### src/rtl/ram8x72_bist.sv
// March C- self-test engine for the 8x72 flip-flop RAM: drives the RAM host port,
// compares every read and records the first failure plus a saturating error count.
module ram8x72_bist #(
  parameter int RD_LAT       = 1,
  parameter int STOP_ON_FAIL = 1
) (
  input  logic        clk,
  input  logic        rst,
  input  logic        start,
  output logic        busy,
  output logic        done,
  output logic        pass,
  output logic        fail,
  output logic [2:0]  fail_addr,
  output logic [2:0]  fail_elem,
  output logic [71:0] fail_syndrome,
  output logic [5:0]  err_count,
  output logic        ram_wr_n,
  output logic [2:0]  ram_address,
  output logic [71:0] ram_wdata,
  input  logic [71:0] ram_rdata
);

  typedef enum logic [1:0] {
    ST_IDLE  = 2'd0,
    ST_OP    = 2'd1,
    ST_RWAIT = 2'd2,
    ST_DONE  = 2'd3
  } state_t;

  localparam logic [71:0] PAT_D0  = {72{1'b0}};
  localparam logic [71:0] PAT_D1  = {72{1'b1}};
  localparam logic [5:0]  ERR_MAX = 6'd63;

  state_t       state_q, state_d;
  logic [2:0]   elem_q, elem_d;
  logic         opi_q, opi_d;
  logic         busy_q, busy_d;
  logic         done_q, done_d;
  logic         pass_q, pass_d;
  logic         fail_q, fail_d;
  logic [2:0]   fail_addr_q, fail_addr_d;
  logic [2:0]   fail_elem_q, fail_elem_d;
  logic [71:0]  fail_syndrome_q, fail_syndrome_d;
  logic [5:0]   err_count_q, err_count_d;
  logic         ram_wr_n_q, ram_wr_n_d;
  logic [2:0]   ram_address_q, ram_address_d;
  logic [71:0]  ram_wdata_q, ram_wdata_d;

  logic [2:0]   nxt_elem_s;
  logic [2:0]   nxt_addr_s;
  logic         nxt_opi_s;
  logic         last_op_s;
  logic         compare_s;
  logic         advance_s;
  logic         mismatch_s;
  logic [71:0]  syndrome_s;

  function automatic logic is_desc(input logic [2:0] e);
    return (e == 3'd3) || (e == 3'd4);
  endfunction

  // Element 0 is a lone write; elements 1-4 are read-then-write; element 5 is a lone read.
  function automatic logic op_is_write(input logic [2:0] e, input logic o);
    return (e == 3'd0) || o;
  endfunction

  function automatic logic [71:0] wr_pattern(input logic [2:0] e);
    return ((e == 3'd1) || (e == 3'd3)) ? PAT_D1 : PAT_D0;
  endfunction

  function automatic logic [71:0] rd_expect(input logic [2:0] e);
    return ((e == 3'd2) || (e == 3'd4)) ? PAT_D1 : PAT_D0;
  endfunction

  // Sequencer position following the current op; last_op_s marks the final read of element 5.
  always_comb begin
    nxt_elem_s = elem_q;
    nxt_addr_s = ram_address_q;
    nxt_opi_s  = 1'b0;
    last_op_s  = 1'b0;
    if (!opi_q && (elem_q != 3'd0) && (elem_q != 3'd5)) begin
      nxt_opi_s = 1'b1;
    end else if (ram_address_q != (is_desc(elem_q) ? 3'd0 : 3'd7)) begin
      nxt_addr_s = is_desc(elem_q) ? (ram_address_q - 3'd1) : (ram_address_q + 3'd1);
    end else if (elem_q == 3'd5) begin
      last_op_s = 1'b1;
    end else begin
      nxt_elem_s = elem_q + 3'd1;
      nxt_addr_s = is_desc(elem_q + 3'd1) ? 3'd7 : 3'd0;
    end
  end

  // FSM next state, compare/capture logic and next values of every registered output.
  always_comb begin
    state_d         = state_q;
    elem_d          = elem_q;
    opi_d           = opi_q;
    busy_d          = busy_q;
    done_d          = done_q;
    pass_d          = pass_q;
    fail_d          = fail_q;
    fail_addr_d     = fail_addr_q;
    fail_elem_d     = fail_elem_q;
    fail_syndrome_d = fail_syndrome_q;
    err_count_d     = err_count_q;
    ram_wr_n_d      = ram_wr_n_q;
    ram_address_d   = ram_address_q;
    ram_wdata_d     = ram_wdata_q;
    compare_s       = 1'b0;
    advance_s       = 1'b0;
    syndrome_s      = rd_expect(elem_q) ^ ram_rdata;

    case (state_q)
      ST_IDLE, ST_DONE: begin
        if (start) begin
          state_d         = ST_OP;
          elem_d          = 3'd0;
          opi_d           = 1'b0;
          busy_d          = 1'b1;
          done_d          = 1'b0;
          pass_d          = 1'b0;
          fail_d          = 1'b0;
          fail_addr_d     = 3'd0;
          fail_elem_d     = 3'd0;
          fail_syndrome_d = PAT_D0;
          err_count_d     = 6'd0;
          ram_wr_n_d      = 1'b0;
          ram_address_d   = 3'd0;
          ram_wdata_d     = PAT_D0;
        end else begin
          state_d = state_q;
        end
      end
      ST_OP: begin
        if (op_is_write(elem_q, opi_q)) begin
          advance_s = 1'b1;
        end else if (RD_LAT == 0) begin
          compare_s = 1'b1;
          advance_s = 1'b1;
        end else begin
          state_d = ST_RWAIT;
        end
      end
      ST_RWAIT: begin
        compare_s = 1'b1;
        advance_s = 1'b1;
      end
      default: begin
        state_d = ST_IDLE;
      end
    endcase

    mismatch_s = compare_s && (syndrome_s != PAT_D0);

    // Only the first mismatch of a run is captured; the count keeps going up to saturation.
    if (mismatch_s) begin
      if (err_count_q != ERR_MAX) begin
        err_count_d = err_count_q + 6'd1;
      end else begin
        err_count_d = err_count_q;
      end
      if (err_count_q == 6'd0) begin
        fail_addr_d     = ram_address_q;
        fail_elem_d     = elem_q;
        fail_syndrome_d = syndrome_s;
      end else begin
        fail_addr_d = fail_addr_q;
      end
    end else begin
      err_count_d = err_count_d;
    end

    if (advance_s) begin
      if (last_op_s || (mismatch_s && (STOP_ON_FAIL != 0))) begin
        state_d    = ST_DONE;
        busy_d     = 1'b0;
        done_d     = 1'b1;
        ram_wr_n_d = 1'b1;
        fail_d     = (err_count_d != 6'd0);
        pass_d     = (err_count_d == 6'd0);
      end else begin
        state_d       = ST_OP;
        elem_d        = nxt_elem_s;
        opi_d         = nxt_opi_s;
        ram_address_d = nxt_addr_s;
        ram_wr_n_d    = !op_is_write(nxt_elem_s, nxt_opi_s);
        ram_wdata_d   = wr_pattern(nxt_elem_s);
      end
    end else begin
      opi_d = opi_d;
    end
  end

  // State and output registers; reset forces the write strobe inactive at once.
  always_ff @(posedge clk or posedge rst) begin
    if (rst) begin
      state_q         <= ST_IDLE;
      elem_q          <= 3'd0;
      opi_q           <= 1'b0;
      busy_q          <= 1'b0;
      done_q          <= 1'b0;
      pass_q          <= 1'b0;
      fail_q          <= 1'b0;
      fail_addr_q     <= 3'd0;
      fail_elem_q     <= 3'd0;
      fail_syndrome_q <= {72{1'b0}};
      err_count_q     <= 6'd0;
      ram_wr_n_q      <= 1'b1;
      ram_address_q   <= 3'd0;
      ram_wdata_q     <= {72{1'b0}};
    end else begin
      state_q         <= state_d;
      elem_q          <= elem_d;
      opi_q           <= opi_d;
      busy_q          <= busy_d;
      done_q          <= done_d;
      pass_q          <= pass_d;
      fail_q          <= fail_d;
      fail_addr_q     <= fail_addr_d;
      fail_elem_q     <= fail_elem_d;
      fail_syndrome_q <= fail_syndrome_d;
      err_count_q     <= err_count_d;
      ram_wr_n_q      <= ram_wr_n_d;
      ram_address_q   <= ram_address_d;
      ram_wdata_q     <= ram_wdata_d;
    end
  end

  assign busy          = busy_q;
  assign done          = done_q;
  assign pass          = pass_q;
  assign fail          = fail_q;
  assign fail_addr     = fail_addr_q;
  assign fail_elem     = fail_elem_q;
  assign fail_syndrome = fail_syndrome_q;
  assign err_count     = err_count_q;
  assign ram_wr_n      = ram_wr_n_q;
  assign ram_address   = ram_address_q;
  assign ram_wdata     = ram_wdata_q;

endmodule
### config.mk
export PLATFORM = sky130hd
export DESIGN_NAME = ram8x72_bist
export DESIGN_NICKNAME = d
export VERILOG_FILES = /design/src/rtl/ram8x72_bist.sv
export SDC_FILE = /design/constraint.sdc
export NUM_CORES = 1
export LEC_CHECK = 0
export CELL_PAD_IN_SITES_DETAIL_PLACEMENT = 0
export CELL_PAD_IN_SITES_GLOBAL_PLACEMENT = 1
export CORE_AREA = 2 2 143 145
export CTS_CLUSTER_DIAMETER = 120
export DETAILED_ROUTE_END_ITERATION = 10
export DIE_AREA = 0 0 145 147
export GPL_TIMING_DRIVEN = 0
export PLACE_DENSITY = 0.95
export SLEW_MARGIN = 20
export SYNTH_ARGS = -nofsm -noshare
export SYNTH_HDL_FRONTEND = slang
export SYNTH_SLANG_ARGS = --single-unit
### constraint.sdc
create_clock -name clk -period 16.9 [get_ports clk]
set_clock_uncertainty 0.2 [all_clocks]
set_input_delay 1.69 -clock clk [delete_from_list [all_inputs] [get_ports clk]]
set_output_delay 1.69 -clock clk [all_outputs]
set_load 0.1 [all_outputs]
* Word level (Yosys, flattened, before mapping)
Index checks and enable logic that the tools add are counted.
** Cells by class
- Bitwise gates (word level) :: 1
- Add/subtract/negate cells :: 4
- Muxes and demuxes :: 75
- Reductions and logical operators :: 30
- Equal/unequal tests :: 19
** Operators by type and width (count)
- $mux W72 :: 10
- $mux W3 :: 25
- $reduce_bool A72 Y1 :: 1
- $xor A72 B72 Y72 :: 1
- $mux W1 :: 30
- $mux W6 :: 4
- $eq A3 B2 Y1 const B :: 4
- $logic_not A6 Y1 :: 2
- $eq A3 B3 Y1 const B :: 3
- $ne A3 B3 Y1 const B :: 3
- $mux W2 :: 4
- $reduce_bool A2 Y1 :: 4
- $logic_or A1 B1 Y1 :: 7
- $add A3 B1 Y3 const B :: 2
- $add A6 B1 Y6 const B :: 1
- $logic_not A3 Y1 :: 2
- $ne A6 B6 Y1 const B :: 1
- $reduce_and A3 Y1 :: 2
- $reduce_bool A3 Y1 :: 2
- $reduce_bool A6 Y1 :: 1
- $eq A2 B2 Y1 const B :: 2
- $ne A4 B3 Y1 const B :: 1
- $pmux W2 S2 :: 1
- $reduce_and A2 Y1 :: 2
- 11 further kinds :: 14
** Word-level totals
- Flip-flop bits (word level) :: 170
- Logic and storage cells :: 143
- Output and inout bits :: 164

* Depth between registers and ports, before layout
- Word-level depth :: 11
- Gate-level depth with buffers :: 14

* Worst setup path after synthesis
No wires, ideal clock.
- Path type :: input-to-reg
- Start :: input port ram_rdata[44]
- End :: register ram_wdata_q[10], in the netlist ram_wdata[10]
- Library setup time :: 0.066 ns
- Stages on the path :: 10
- Setup slack :: 13.010 ns
- Arrival time :: 3.623 ns
- Path buffers :: 2
- Cell sequence :: nand4_1 > or4_1 > o22ai_1 > o21ai_1 > buf_4 > a21oi_2 > nand2_1 > nor3_4 > buf_6 > a21o_1
** On the way
- Word-level cells in the longest chain between the ends :: 6
** RTL lines
- from (decl) :: line 21 : input logic [71:0] ram_rdata
- $xor A72 B72 Y72 :: line 112 : syndrome_s = rd_expect(elem_q) ^ ram_rdata;
- $reduce_bool A72 Y1 :: line 154 : mismatch_s = compare_s && (syndrome_s != PAT_D0);
- $logic_and A1 B1 Y1 :: line 154
- $logic_or A1 B1 Y1 :: line 175 : if (last_op_s || (mismatch_s && (STOP_ON_FAIL != 0))) begin
- $mux W72 :: line 175
- $mux W72 :: line 174 : if (advance_s) begin
- named net ram_wdata_d[10] :: line 48 : logic [71:0] ram_wdata_q, ram_wdata_d;
- to (signal assigned) :: line 211 : ram_wdata_q <= {72{1'b0}};
- to (signal assigned) :: line 226 : ram_wdata_q <= ram_wdata_d;
- to (decl) :: line 48
The timed path passes the listed nets, and every way through them passes these cells.
A chain may end at the register's enable or synchronous reset.

* Worst setup path after layout
- Start :: input port ram_rdata[16]
- End :: register fail_syndrome_q[65], in the netlist fail_syndrome[65]
** On the way
- Word-level cells in the longest chain between the ends :: 4
** RTL lines
- $xor A72 B72 Y72 :: line 112
- $reduce_bool A72 Y1 :: line 154
- $logic_and A1 B1 Y1 :: line 154
- $mux W72 :: line 157 : if (mismatch_s) begin
- named net fail_syndrome_d[65] :: line 44 : logic [71:0] fail_syndrome_q, fail_syndrome_d;
- to (signal assigned) :: line 207 : fail_syndrome_q <= {72{1'b0}};
- to (signal assigned) :: line 222 : fail_syndrome_q <= fail_syndrome_d;
- to (decl) :: line 44
The timed path passes the listed nets, and every way through them passes these cells.

==> flow_results.xml <==
<?xml version="1.0" encoding="UTF-8"?>
<metrics>
  <group name="critical_path">
    <metric name="cpMostUsedCell" unit="">clkbuf_1</metric>
    <metric name="worst-endpoint-required" unit="ns">16.98</metric>
    <metric name="start_kind" unit="">primary input</metric>
    <metric name="worstSetupEndpointType" unit="">flop</metric>
    <metric name="worstPathCellList" unit="">clkdlybuf4s50_1, nand4_1, or4_1, o22ai_1, o21ai_1, nand2_1, or3_1, clkbuf_1, buf_2, clkbuf_1, o21ai_0</metric>
    <metric name="crit_type" unit="">in -&gt; reg</metric>
    <metric name="crit_path_max_incr_delay" unit="ns">0.55</metric>
    <metric name="crit_arrival" unit="ns">4.93</metric>
    <metric name="critical-path-slowest-cell" unit="">or4_1</metric>
    <metric name="critical_path.max_fanout" unit="">10</metric>
  </group>
  <group name="clocking">
    <metric name="number_of_gates_resized_after_cts" unit="">0</metric>
    <metric name="postCtsSetupBuffers" unit="">0</metric>
    <metric name="clkLatencyLatePin" unit="ns">0.42</metric>
    <metric name="cts_buffer_depth" unit="">2</metric>
    <metric name="post_cts_hold_buffer_count" unit="">0</metric>
    <metric name="cts_num_sinks" unit="">170</metric>
    <metric name="tritoncts" unit="">built</metric>
    <metric name="cts.reportedPaths.clkPinSlew" unit="ns">0.07</metric>
    <metric name="number_of_cts_inserted_buffers" unit="">17</metric>
    <metric name="root_buffer" unit="">clkbuf_16</metric>
    <metric name="cts_max_level" unit="">4</metric>
  </group>
  <group name="timing">
    <metric name="max_transition_viols_final" unit="">0</metric>
    <metric name="tns" unit="ns">0</metric>
    <metric name="slew_of_the_pin_with_the_lowest_slew_margin" unit="ns">1.05</metric>
    <metric name="post-route-period-util" unit="%">28.7</metric>
    <metric name="achievable-frequency" unit="GHz">0.206</metric>
    <metric name="max-slew-margin-rel" unit="%">29.7</metric>
    <metric name="rsz0062_at_grt" unit="">false</metric>
    <metric name="timing.final.setup_violations" unit="">0</metric>
    <metric name="post-route-min-period" unit="ns">4.85</metric>
    <metric name="hold_violations" unit="">0</metric>
  </group>
  <group name="yosys">
    <metric name="yosys.area_share.xor_xnor" unit="%">8.63</metric>
    <metric name="synth_top_cell_by_area" unit="">dfrtp_1</metric>
    <metric name="yosys_warnings" unit="">0</metric>
    <metric name="post_synthesis_net_count" unit="">776</metric>
    <metric name="adder_cell_share_of_the_synthesized_area" unit="%">2.04</metric>
    <metric name="post_synth_and_or_nand_nor_area_fraction" unit="%">12.3</metric>
    <metric name="synth_mux_area_share" unit="%">0.707</metric>
    <metric name="synth.ff_latch_count" unit="">170</metric>
    <metric name="ys_async_sr_fraction" unit="%">100</metric>
    <metric name="synth_top_cells_by_area" unit="">dfrtp_1 (56%), xor2_1 (8.4%), a21o_1 (7.5%), nand3_1 (5.2%), o21ai_0 (4.4%)</metric>
    <metric name="synth_edf_count" unit="">0</metric>
    <metric name="synthesis.instances" unit="">690</metric>
    <metric name="synth-compound-area-share" unit="%">16.4</metric>
    <metric name="seq_area_frac_synth" unit="%">55.9</metric>
    <metric name="largest_family_of_logic_cells_by_synthesized_area" unit="">compound AO/OA/AOI/OAI gates</metric>
    <metric name="synth_top_flop_cell" unit="">dfrtp_1</metric>
    <metric name="syn_area_per_cell" unit="um2">11.0</metric>
    <metric name="synthTopCellsByCount" unit="">dfrtp_1 (169), nand3_1 (79), a21o_1 (76)</metric>
    <metric name="syn_area" unit="mm2">0.00761</metric>
    <metric name="synth_top_cell_area_share" unit="%">55.5</metric>
    <metric name="yosys.cell_types.count" unit="">49</metric>
    <metric name="post-synth-top-count-cell" unit="">dfrtp_1</metric>
  </group>
  <group name="min_path">
    <metric name="hold_path.class" unit="">reg -&gt; reg</metric>
  </group>
  <group name="route">
    <metric name="post_dr_vias_cell" unit="">5.23</metric>
    <metric name="first_iter_violations" unit="">301</metric>
    <metric name="firstDrtPassIters" unit="">5</metric>
    <metric name="postRouteAntennaNets" unit="">0</metric>
    <metric name="wire_per_inst" unit="um">17.6</metric>
    <metric name="finalWirelength" unit="mm">21.6</metric>
    <metric name="routed-via-count" unit="">6429</metric>
    <metric name="drc" unit="">0</metric>
  </group>
  <group name="power_and_ir_drop">
    <metric name="p_int" unit="mW">1.06</metric>
    <metric name="share_comb_of_total_power" unit="%">58.4</metric>
    <metric name="seq_power_share" unit="%">24.8</metric>
    <metric name="power.net_switching" unit="mW">1.34</metric>
    <metric name="power_density" unit="mW/mm2">218</metric>
    <metric name="static-leakage-power" unit="nW">5.22</metric>
    <metric name="switching_share" unit="%">55.9</metric>
    <metric name="power" unit="mW">2.40</metric>
    <metric name="pwr-share-clk" unit="%">16.8</metric>
    <metric name="peakVddDrop" unit="uV">182</metric>
  </group>
  <group name="grt">
    <metric name="grt.total_usage" unit="%">20.4</metric>
    <metric name="grt_max_degree" unit="">108</metric>
    <metric name="grt.met1_usage" unit="%">27.5</metric>
    <metric name="gr-usage-met2" unit="%">33.3</metric>
    <metric name="met3_global_route_usage" unit="%">4.63</metric>
    <metric name="first_pass_grt_wire_length" unit="mm">34.4</metric>
    <metric name="grt_overflow" unit="">0</metric>
    <metric name="first_global_vias" unit="">6354</metric>
    <metric name="antenna_found_initial" unit="">0</metric>
    <metric name="most_used_layer_global_route" unit="">met2</metric>
  </group>
  <group name="floorplanning">
    <metric name="floorplan.core_area" unit="mm2">0.0198</metric>
    <metric name="dieHeight" unit="um">147</metric>
    <metric name="floorplan.die.width" unit="um">145</metric>
    <metric name="io_pins" unit="">239</metric>
    <metric name="fp.dieArea" unit="mm2">0.0213</metric>
    <metric name="start_util" unit="%">38.4</metric>
    <metric name="std_cell_rows" unit="">52</metric>
  </group>
  <group name="layout">
    <metric name="nFillCells" unit="">1728</metric>
    <metric name="postLayoutCoreUtil" unit="%">55.3</metric>
    <metric name="final_layout_size_suffix_gt1_share" unit="%">7.08</metric>
    <metric name="final_net_count" unit="">1034</metric>
    <metric name="antenna_cells_inserted" unit="">0</metric>
    <metric name="areaGrowthSynthToFinish" unit="%">44.2</metric>
  </group>
  <group name="run_status">
    <metric name="outcome" unit="">complete, no violations</metric>
  </group>
  <group name="place">
    <metric name="io_buffers" unit="">238</metric>
    <metric name="routabilityCongestion" unit="">0.848</metric>
    <metric name="dp_hpwl" unit="mm">16.1</metric>
  </group>
  <group name="job">
    <metric name="number_of_maximum_capacitance_violations" unit="">0</metric>
  </group>
</metrics>
[state kept, by name (all words and copies together), names as in the netlist, 2 cells and up]
signal / count
fail_syndrome: 72
ram_wdata: 72
err_count: 6
elem_q: 3
fail_addr: 3
fail_elem: 3
ram_address: 3
state_q: 2
[power by group through the flow]
stage | Combinational, mW | Sequential, mW | Clock, mW
after detailed placement | 1.40 | 0.598 | 0
after floorplan | 0.267 | 1.37 | 0
final | 1.40 | 0.594 | 0.403
after global placement | 1.39 | 0.598 | 0
after global routing | 1.46 | 0.606 | 0.427
after CTS | 1.40 | 0.594 | 0.409
[layout by cell type (no fill, tap or decap), types with 2 or more instances in the layout]
cell type,count
clkdlybuf4s50_1,238
dfrtp_1,169
nand3_1,79
a21o_1,76
xor2_1,73
o21ai_0,67
clkbuf_1,25
nand4_1,23
nor4_1,21
buf_2,17
clkbuf_16,17
o21ai_1,14
nor2_1,13
inv_1,11
nand2_1,11
ha_1,10
a21oi_1,9
nor3_1,8
a22o_1,8
buf_6,7
a31oi_1,5
and3_1,3
or4_1,3
mux2_2,3
bufinv_16,3
clkinv_4,3
inv_6,3
mux2i_1,2
and2_1,2
a21oi_2,2
a41oi_1,2
a211oi_1,2
xnor2_1,2
a31o_1,2
clkinv_2,2
clkinvlp_4,2
[cells by family (layout without fill, tap and decap cells)]
logic type | after synthesis | count (layout)
AOI/OAI and AO/OA | 194 | 194
xor gates and xnor gates | 75 | 75
adders and majority gates | 12 | 12
buffers and inverters | 62 | 332
DFF | 170 | 170
muxes | 5 | 5
and+or+nand+nor | 172 | 172
[final timing paths]
check                                   start                 to  slack, ns  cells after the start
max in group asynchronous                 rst  fail_syndrome[59]      14.12                      3
worst max-delay path            ram_rdata[16]  fail_syndrome[65]      12.05                     11
worst max register to register      elem_q[0]  fail_syndrome[65]      12.54                     13
min in group asynchronous                 rst      ram_wdata[42]       1.50                      2
worst min register to register  ram_wdata[46]      ram_wdata[46]       0.27                      1
worst min-delay path            ram_wdata[46]      ram_wdata[46]       0.27                      1
[cell type report]
cell class,count,area (um2),area share (%)
flip-flops and latches,170,4260,38.8
multi-input cells,458,3050,27.8
repair buffers,239,2410,22.0
clock buffers,18,439,4.00
well taps,270,338,3.08
plain buffers,50,265,2.42
clock inverters,13,168,1.53
inverters,12,52.6,0.479
[critical path, delay by kind of cell]
kind,cells,cell delay (ns)
simple gates,4,1.14
compound gates,3,0.54
buf+inv,4,1.55
[metal layers]
metal / vias up / part of all wire, %
met3: 26 / 6.1
met5: - / 0
met4: 0 / 1.8
met1: 3169 / 45
met2: 229 / 48
li1: 3005 / -
[stage by stage]
step | cells | hold WS, ns | area (um2) | setup slack (ns)
6_report | 1230 | 0.273 | 11000 | 12.05
5_1_grt | 1230 | 0.281 | 11000 | 11.78
4_1_cts | 1230 | 0.279 | 11000 | 11.98
3_5_place_dp | 1199 | 0.264 | 10400 | 11.56
3_3_place_gp | 1198 | 0.257 | 10300 | 8.26
2_1_floorplan | 690 | 0.268 | 7610 | 10.41
(Power assumes the default switching activity.)
==> RTL change 1, RTL diff (config.mk and constraints unchanged) <==
Reset style: synchronous (`rst`), changed in one clocked block.
--- a/src/rtl/ram8x72_bist.sv
+++ b/src/rtl/ram8x72_bist.sv
@@ -193,7 +193,7 @@
   end
 
   // State and output registers; reset forces the write strobe inactive at once.
-  always_ff @(posedge clk or posedge rst) begin
+  always_ff @(posedge clk) begin
     if (rst) begin
       state_q         <= ST_IDLE;
       elem_q          <= 3'd0;
Behaviour: differs if rst is asserted again (counterexample within 4 cycles, from zero or initial values and one cycle with rst high); with rst held inactive, the same outputs for 4 cycles.
==> RTL change 1 against the unedited design <==
Worst setup slack improved by 5.3 ps; non-clock buffer count rose by 31; first-iteration DRC count rose by 33%; area after synthesis rose by 2.3%; register-to-register slack improved by 140 ps; wire length rose by 19%; core utilization rose by 0.73 points; count of clock-buffer cells in the layout fell by 1; sequential cell count did not move; design area rose by 1.3%; critical endpoint is now fail_syndrome[67]; highest routed layer unchanged.
Power is not compared: it rests on default switching activity, and its combinational part moved more than twofold at a synthesized area within 25%.
==> RTL change 1: results (changes against the unedited design) <==
{| class="wikitable"
! Metric !! Value
|-
| Clock-pin slew reported for the worst setup and hold paths after clock tree synthesis || 70 ps (about the same)
|-
| Type of the worst min-delay path || register to register
|-
| Post-layout nets || 1,254 (+21%)
|-
| Vias in the first global route || 7,331 (+15%)
|-
| Static leakage || 3.54 nW
|-
| Antenna Violating Nets Remaining || 0 (unchanged)
|-
| Pin count of the biggest net entering global routing || 21 (-81%)
|-
| Net count after synthesis || 997 (+28%)
|-
| Fraction of registers with async set or reset after synthesis || 0 (-1.00)
|-
| Number of vias after detailed routing || 7,732 (+20%)
|-
| Number of fillers in the final layout || 1,838 (+6.4%)
|-
| Number of buffers added by the clock tree synthesis step || 17 (unchanged)
|-
| Warnings, synthesis || 0 (unchanged)
|-
| Max Root-Sink Buffers || 2 (unchanged)
|-
| Status || finished, final reports clean
|-
| Main area contributors after synthesis || sky130_fd_sc_hd__dfxtp_1 (44%), sky130_fd_sc_hd__nand3_1 (11%), sky130_fd_sc_hd__xnor2_1 (8.4%)
|-
| Distinct cell type count of the synthesized netlist || 49 (unchanged)
|-
| Worst-skew pair later-pin latency || 430 ps
|-
| Critical path's largest stage delay || 490 ps (-60 ps)
|-
| Deepest level of the CTS H-tree || 4 (unchanged)
|-
| Worst supply voltage drop on vdd || approximately 70 uV
|-
| Internal power || 755 uW
|-
| Number of iterations in the first detailed-routing pass || 5 (unchanged)
|-
| Worst slew slack as a fraction of its limit || 0.271 (-0.0256)
|-
| HPWL reported at the end of detailed placement || 18,800 um (+17%)
|-
| Most frequent cells after synthesis || sky130_fd_sc_hd__dfxtp_1 (170), sky130_fd_sc_hd__nand3_1 (167), sky130_fd_sc_hd__a21oi_1 (96), sky130_fd_sc_hd__nand2_1 (96), sky130_fd_sc_hd__xnor2_1 (75)
|-
| Gpl congestion || 0.839 (-1.1%)
|-
| Sequential fraction of the synthesis area || 0.437 (-0.122)
|-
| Post-cts repair resize count || 0 (unchanged)
|-
| Global-route wire length before repair || 39,900 um (+16%)
|-
| WL/cell || 17.6 um (+0.49%)
|-
| Clk Tree Root Cell || sky130_fd_sc_hd__clkbuf_16
|-
| Share of cells above drive strength 1 || 0.102 (+0.0308)
|-
| Critical path peak fanout || 10 (unchanged)
|-
| Buffer count from post-CTS setup fixing || 0 (unchanged)
|-
| Number of DRC violations after detailed-routing iteration 0 || 401 (+33%)
|-
| Number of buffers added on ports || 238 (unchanged)
|-
| Global-route usage over all layers || 0.233 (+0.0284)
|-
| ANT cells || 0 (unchanged)
|-
| Initial antenna violation count || 0 (unchanged)
|-
| Slowest-stage cell, CP || sky130_fd_sc_hd__nor4_1
|}
RTL change 1: final timing paths:
| path | to | start | cells past startpoint | slack (ps) |
|---|---|---|---|---|
| setup / recovery | fail_syndrome[67] | ram_rdata[11] | 11 | 12060 |
| hold / removal | fail_syndrome[32] | fail_syndrome[32] | 2 | 260 |
| setup reg to reg | fail_syndrome[67] | elem_q[0] | 13 | 12680 |
| hold reg to reg | fail_syndrome[32] | fail_syndrome[32] | 2 | 260 |
RTL change 1: through the flow:
step | util | area (um^2) | hold slack, ps | setup slack, ps | std cells
global route | 0.560 | 11100 | 279 | 11890 | 1451
detailed placement | 0.529 | 10500 | 255 | 11690 | 1419
global placement | 0.529 | 10500 | 250 | 11750 | 1419
CTS | 0.560 | 11100 | 265 | 12120 | 1451
floorplan | - | 7790 | 249 | 13000 | 911
finish | 0.560 | 11100 | 263 | 12060 | 1451
RTL change 1: power by group through the flow:
stage | clock network [mW] | registers [mW] | logic (mW)
2_1_floorplan | 0 | 0.672 | 0.164
3_3_place_gp | 0 | 0.462 | 0.524
3_5_place_dp | 0 | 0.463 | 0.527
4_1_cts | 0.407 | 0.454 | 0.529
5_1_grt | 0.424 | 0.458 | 0.559
6_report | 0.402 | 0.454 | 0.530
RTL change 1: area by class of cell:
class | count | area [um^2] | area share
Tap cell | 270 | 338 | 0.0304
Clock buffer | 17 | 425 | 0.0383
Buffer | 82 | 378 | 0.0340
Multi-Input combinational cell | 645 | 3950 | 0.355
Clock inverter | 15 | 189 | 0.0170
Timing Repair Buffer | 238 | 2380 | 0.214
Inverter | 14 | 52.6 | 0.00473
Sequential cell | 170 | 3400 | 0.306
RTL change 1: cell families after synthesis:
group | after synthesis | share of synthesized area
AO/OA/AOI/OAI | 207 | 0.180
adder cells (fa/ha/maj) | 12 | 0.0199
XOR/XNOR | 75 | 0.0844
flip-flops | 170 | 0.437
multiplexers | 4 | 0.00530
buffers and inverters | 96 | 0.0553
AND/OR/NAND/NOR | 347 | 0.218
RTL change 1: per-layer routing:
layer | global-route usage | routed length, um | share of wire
met1 | 0.308 | 11400 | 0.44
met2 | 0.366 | 11700 | 0.46
met3 | 0.0649 | 1880 | 0.073
met5 | 0 | 0 | 0
met4 | 0.0817 | 611 | 0.024
RTL change 1: critical path, delay by kind of cell:
kind	cells	cell delay (ps)
buffers and inverters	4	1310
AO/OA/AOI/OAI	2	370
AND/OR/NAND/NOR	5	1600
==> RTL change 2, RTL diff (same flow settings) <==
Without the edit above. Set the parameter `RD_LAT` to 0 (it was 1).
--- a/src/rtl/ram8x72_bist.sv
+++ b/src/rtl/ram8x72_bist.sv
@@ -1,7 +1,7 @@
 // March C- self-test engine for the 8x72 flip-flop RAM: drives the RAM host port,
 // compares every read and records the first failure plus a saturating error count.
 module ram8x72_bist #(
-  parameter int RD_LAT       = 1,
+  parameter int RD_LAT       = 0,
   parameter int STOP_ON_FAIL = 1
 ) (
   input  logic        clk,
Check against the original RTL: same outputs for any inputs over 4 cycles, from zero or initial values and one cycle with rst high; that may be too few to reach the edited logic, so the function may still have changed.
==> RTL change 2 against the unedited design <==
Sequential cell count unchanged; wire length up 3.3%; area after synthesis up 1.2%; worst setup slack worse by 190 ps; design area up 0.72%; via count up 0.93%; global-route usage up 0.88 points; first-iteration DRC count down 9.3%; synthesized cell count up 2.2%; critical path type unchanged; critical endpoint is now fail_syndrome[70]; highest routed layer unchanged.
Power is left out: the tool's default activity adds up to more than one toggle a clock period on the data nets, which glitch-free logic cannot reach.
==> RTL change 2: results (changes against the unedited design) <==
{| class="wikitable"
! Metric !! Value
|-
| Slowest-stage cell, CP || sky130_fd_sc_hd__nor4_1
|-
| Area of placed instances || 10,500 um^2 (+0.84%)
|-
| Sequential fraction of the synthesis area || 0.552 (-0.00635)
|-
| Status || finished, final reports clean
|-
| Worst path arrival time || 5120 ps (+190 ps)
|-
| Gpl congestion || 0.811 (-4.4%)
|-
| WL/cell || 17.9 um (+2.0%)
|-
| Number of DRC violations after detailed-routing iteration 0 || 273 (-9.3%)
|-
| Global-route wire length before repair || 35,700 um (+3.9%)
|-
| Post-layout nets || 1,048 (+1.4%)
|-
| Share of cells above drive strength 1 || 0.0800 (+0.00917)
|-
| Critical path's largest stage delay || 680 ps (+130 ps)
|-
| Worst reg2reg path endpoint || fail_syndrome[70]
|-
| Pin count of the biggest net entering global routing || 93 (-14%)
|-
| Crit-path leading delay family || simple AND/OR/NAND/NOR gates
|-
| Net count after synthesis || 790 (+1.8%)
|-
| Vias in the first global route || 6,393 (+0.61%)
|-
| Number of fillers in the final layout || 1,749 (+1.2%)
|-
| Number of cell instances on the worst register-to-register path || 11 (-2)
|-
| HPWL reported at the end of detailed placement || 16,700 um (+4.0%)
|-
| Worst-skew pair later-pin latency || 430 ps
|-
| Type of the worst min-delay path || register to register
|-
| Via density per instance || 5.21 (-0.28%)
|-
| Clock-pin slew reported for the worst setup and hold paths after clock tree synthesis || 60 ps
|-
| Global-route usage over all layers || 0.213 (+0.00880)
|-
| Most frequent cells after synthesis || sky130_fd_sc_hd__dfrtp_1 (169), sky130_fd_sc_hd__nand3_1 (86), sky130_fd_sc_hd__a21o_1 (74)
|-
| Synth Area per Inst || 10.9 um^2 (-1.0%)
|-
| ANT cells || 0 (unchanged)
|-
| Critical setup path kind || input port to register
|-
| Distinct cell type count of the synthesized netlist || 56 (+14%)
|-
| R2R setup slack || 12,750 ps (+210 ps)
|-
| Critical path origin || ram_rdata[3]
|-
| Number of iterations in the first detailed-routing pass || 4 (-1)
|-
| Main area contributors after synthesis || sky130_fd_sc_hd__dfrtp_1 (55%), sky130_fd_sc_hd__xor2_1 (8.3%), sky130_fd_sc_hd__a21o_1 (7.2%)
|-
| Worst slew pin tran || 1060 ps (+4.41 ps)
|}
-- RTL change 2: final cells by class --
cell class | count | share of cell area
clock inverter | 13 | 0.0144
tap | 270 | 0.0306
buffer | 51 | 0.0264
timing repair buffer | 239 | 0.218
inverter | 16 | 0.00611
multi-input combinational | 468 | 0.280
sequential | 170 | 0.385
clock buffer | 18 | 0.0397
-- RTL change 2: kinds of logic after synthesis --
family	share of synthesized area
simple gates	0.130
mux	0.00861
compound gates	0.160
buf+inv	0.0456
xor+xnor	0.0864
flops	0.552
fa+ha+maj	0.0172
-- RTL change 2: worst min path at each step --
stage,from,end,slack (ps),depth (start not counted)
final,ram_wdata[71],ram_wdata[71],270,1
after global routing,ram_wdata[24],ram_wdata[24],290,1
after CTS,ram_wdata[65],ram_wdata[65],280,1
after detailed placement,ram_wdata[38],ram_wdata[38],260,1
after global placement,ram_wdata[58],ram_wdata[58],260,1
after floorplan,state_q[0],state_q[0],250,2
-- RTL change 2: stage by stage --
step | util | hold slack, ps | setup WS (ps) | std cells
6_report | 0.557 | 273 | 11860 | 1245
5_1_grt | 0.557 | 286 | 11680 | 1245
4_1_cts | 0.557 | 280 | 11800 | 1245
3_5_place_dp | 0.527 | 264 | 11390 | 1214
3_3_place_gp | 0.525 | 257 | 8160 | 1213
2_1_floorplan | - | 250 | 10410 | 705
-- RTL change 2: routing by layer --
metal	part of all wire	vias up	GRT usage	wire length (um)
li1	-	3037	-	-
met1	0.45	3190	0.292	10100
met2	0.45	232	0.329	10100
met3	0.071	30	0.0612	1580
met4	0.022	0	0.0683	482
met5	0	-	0	0
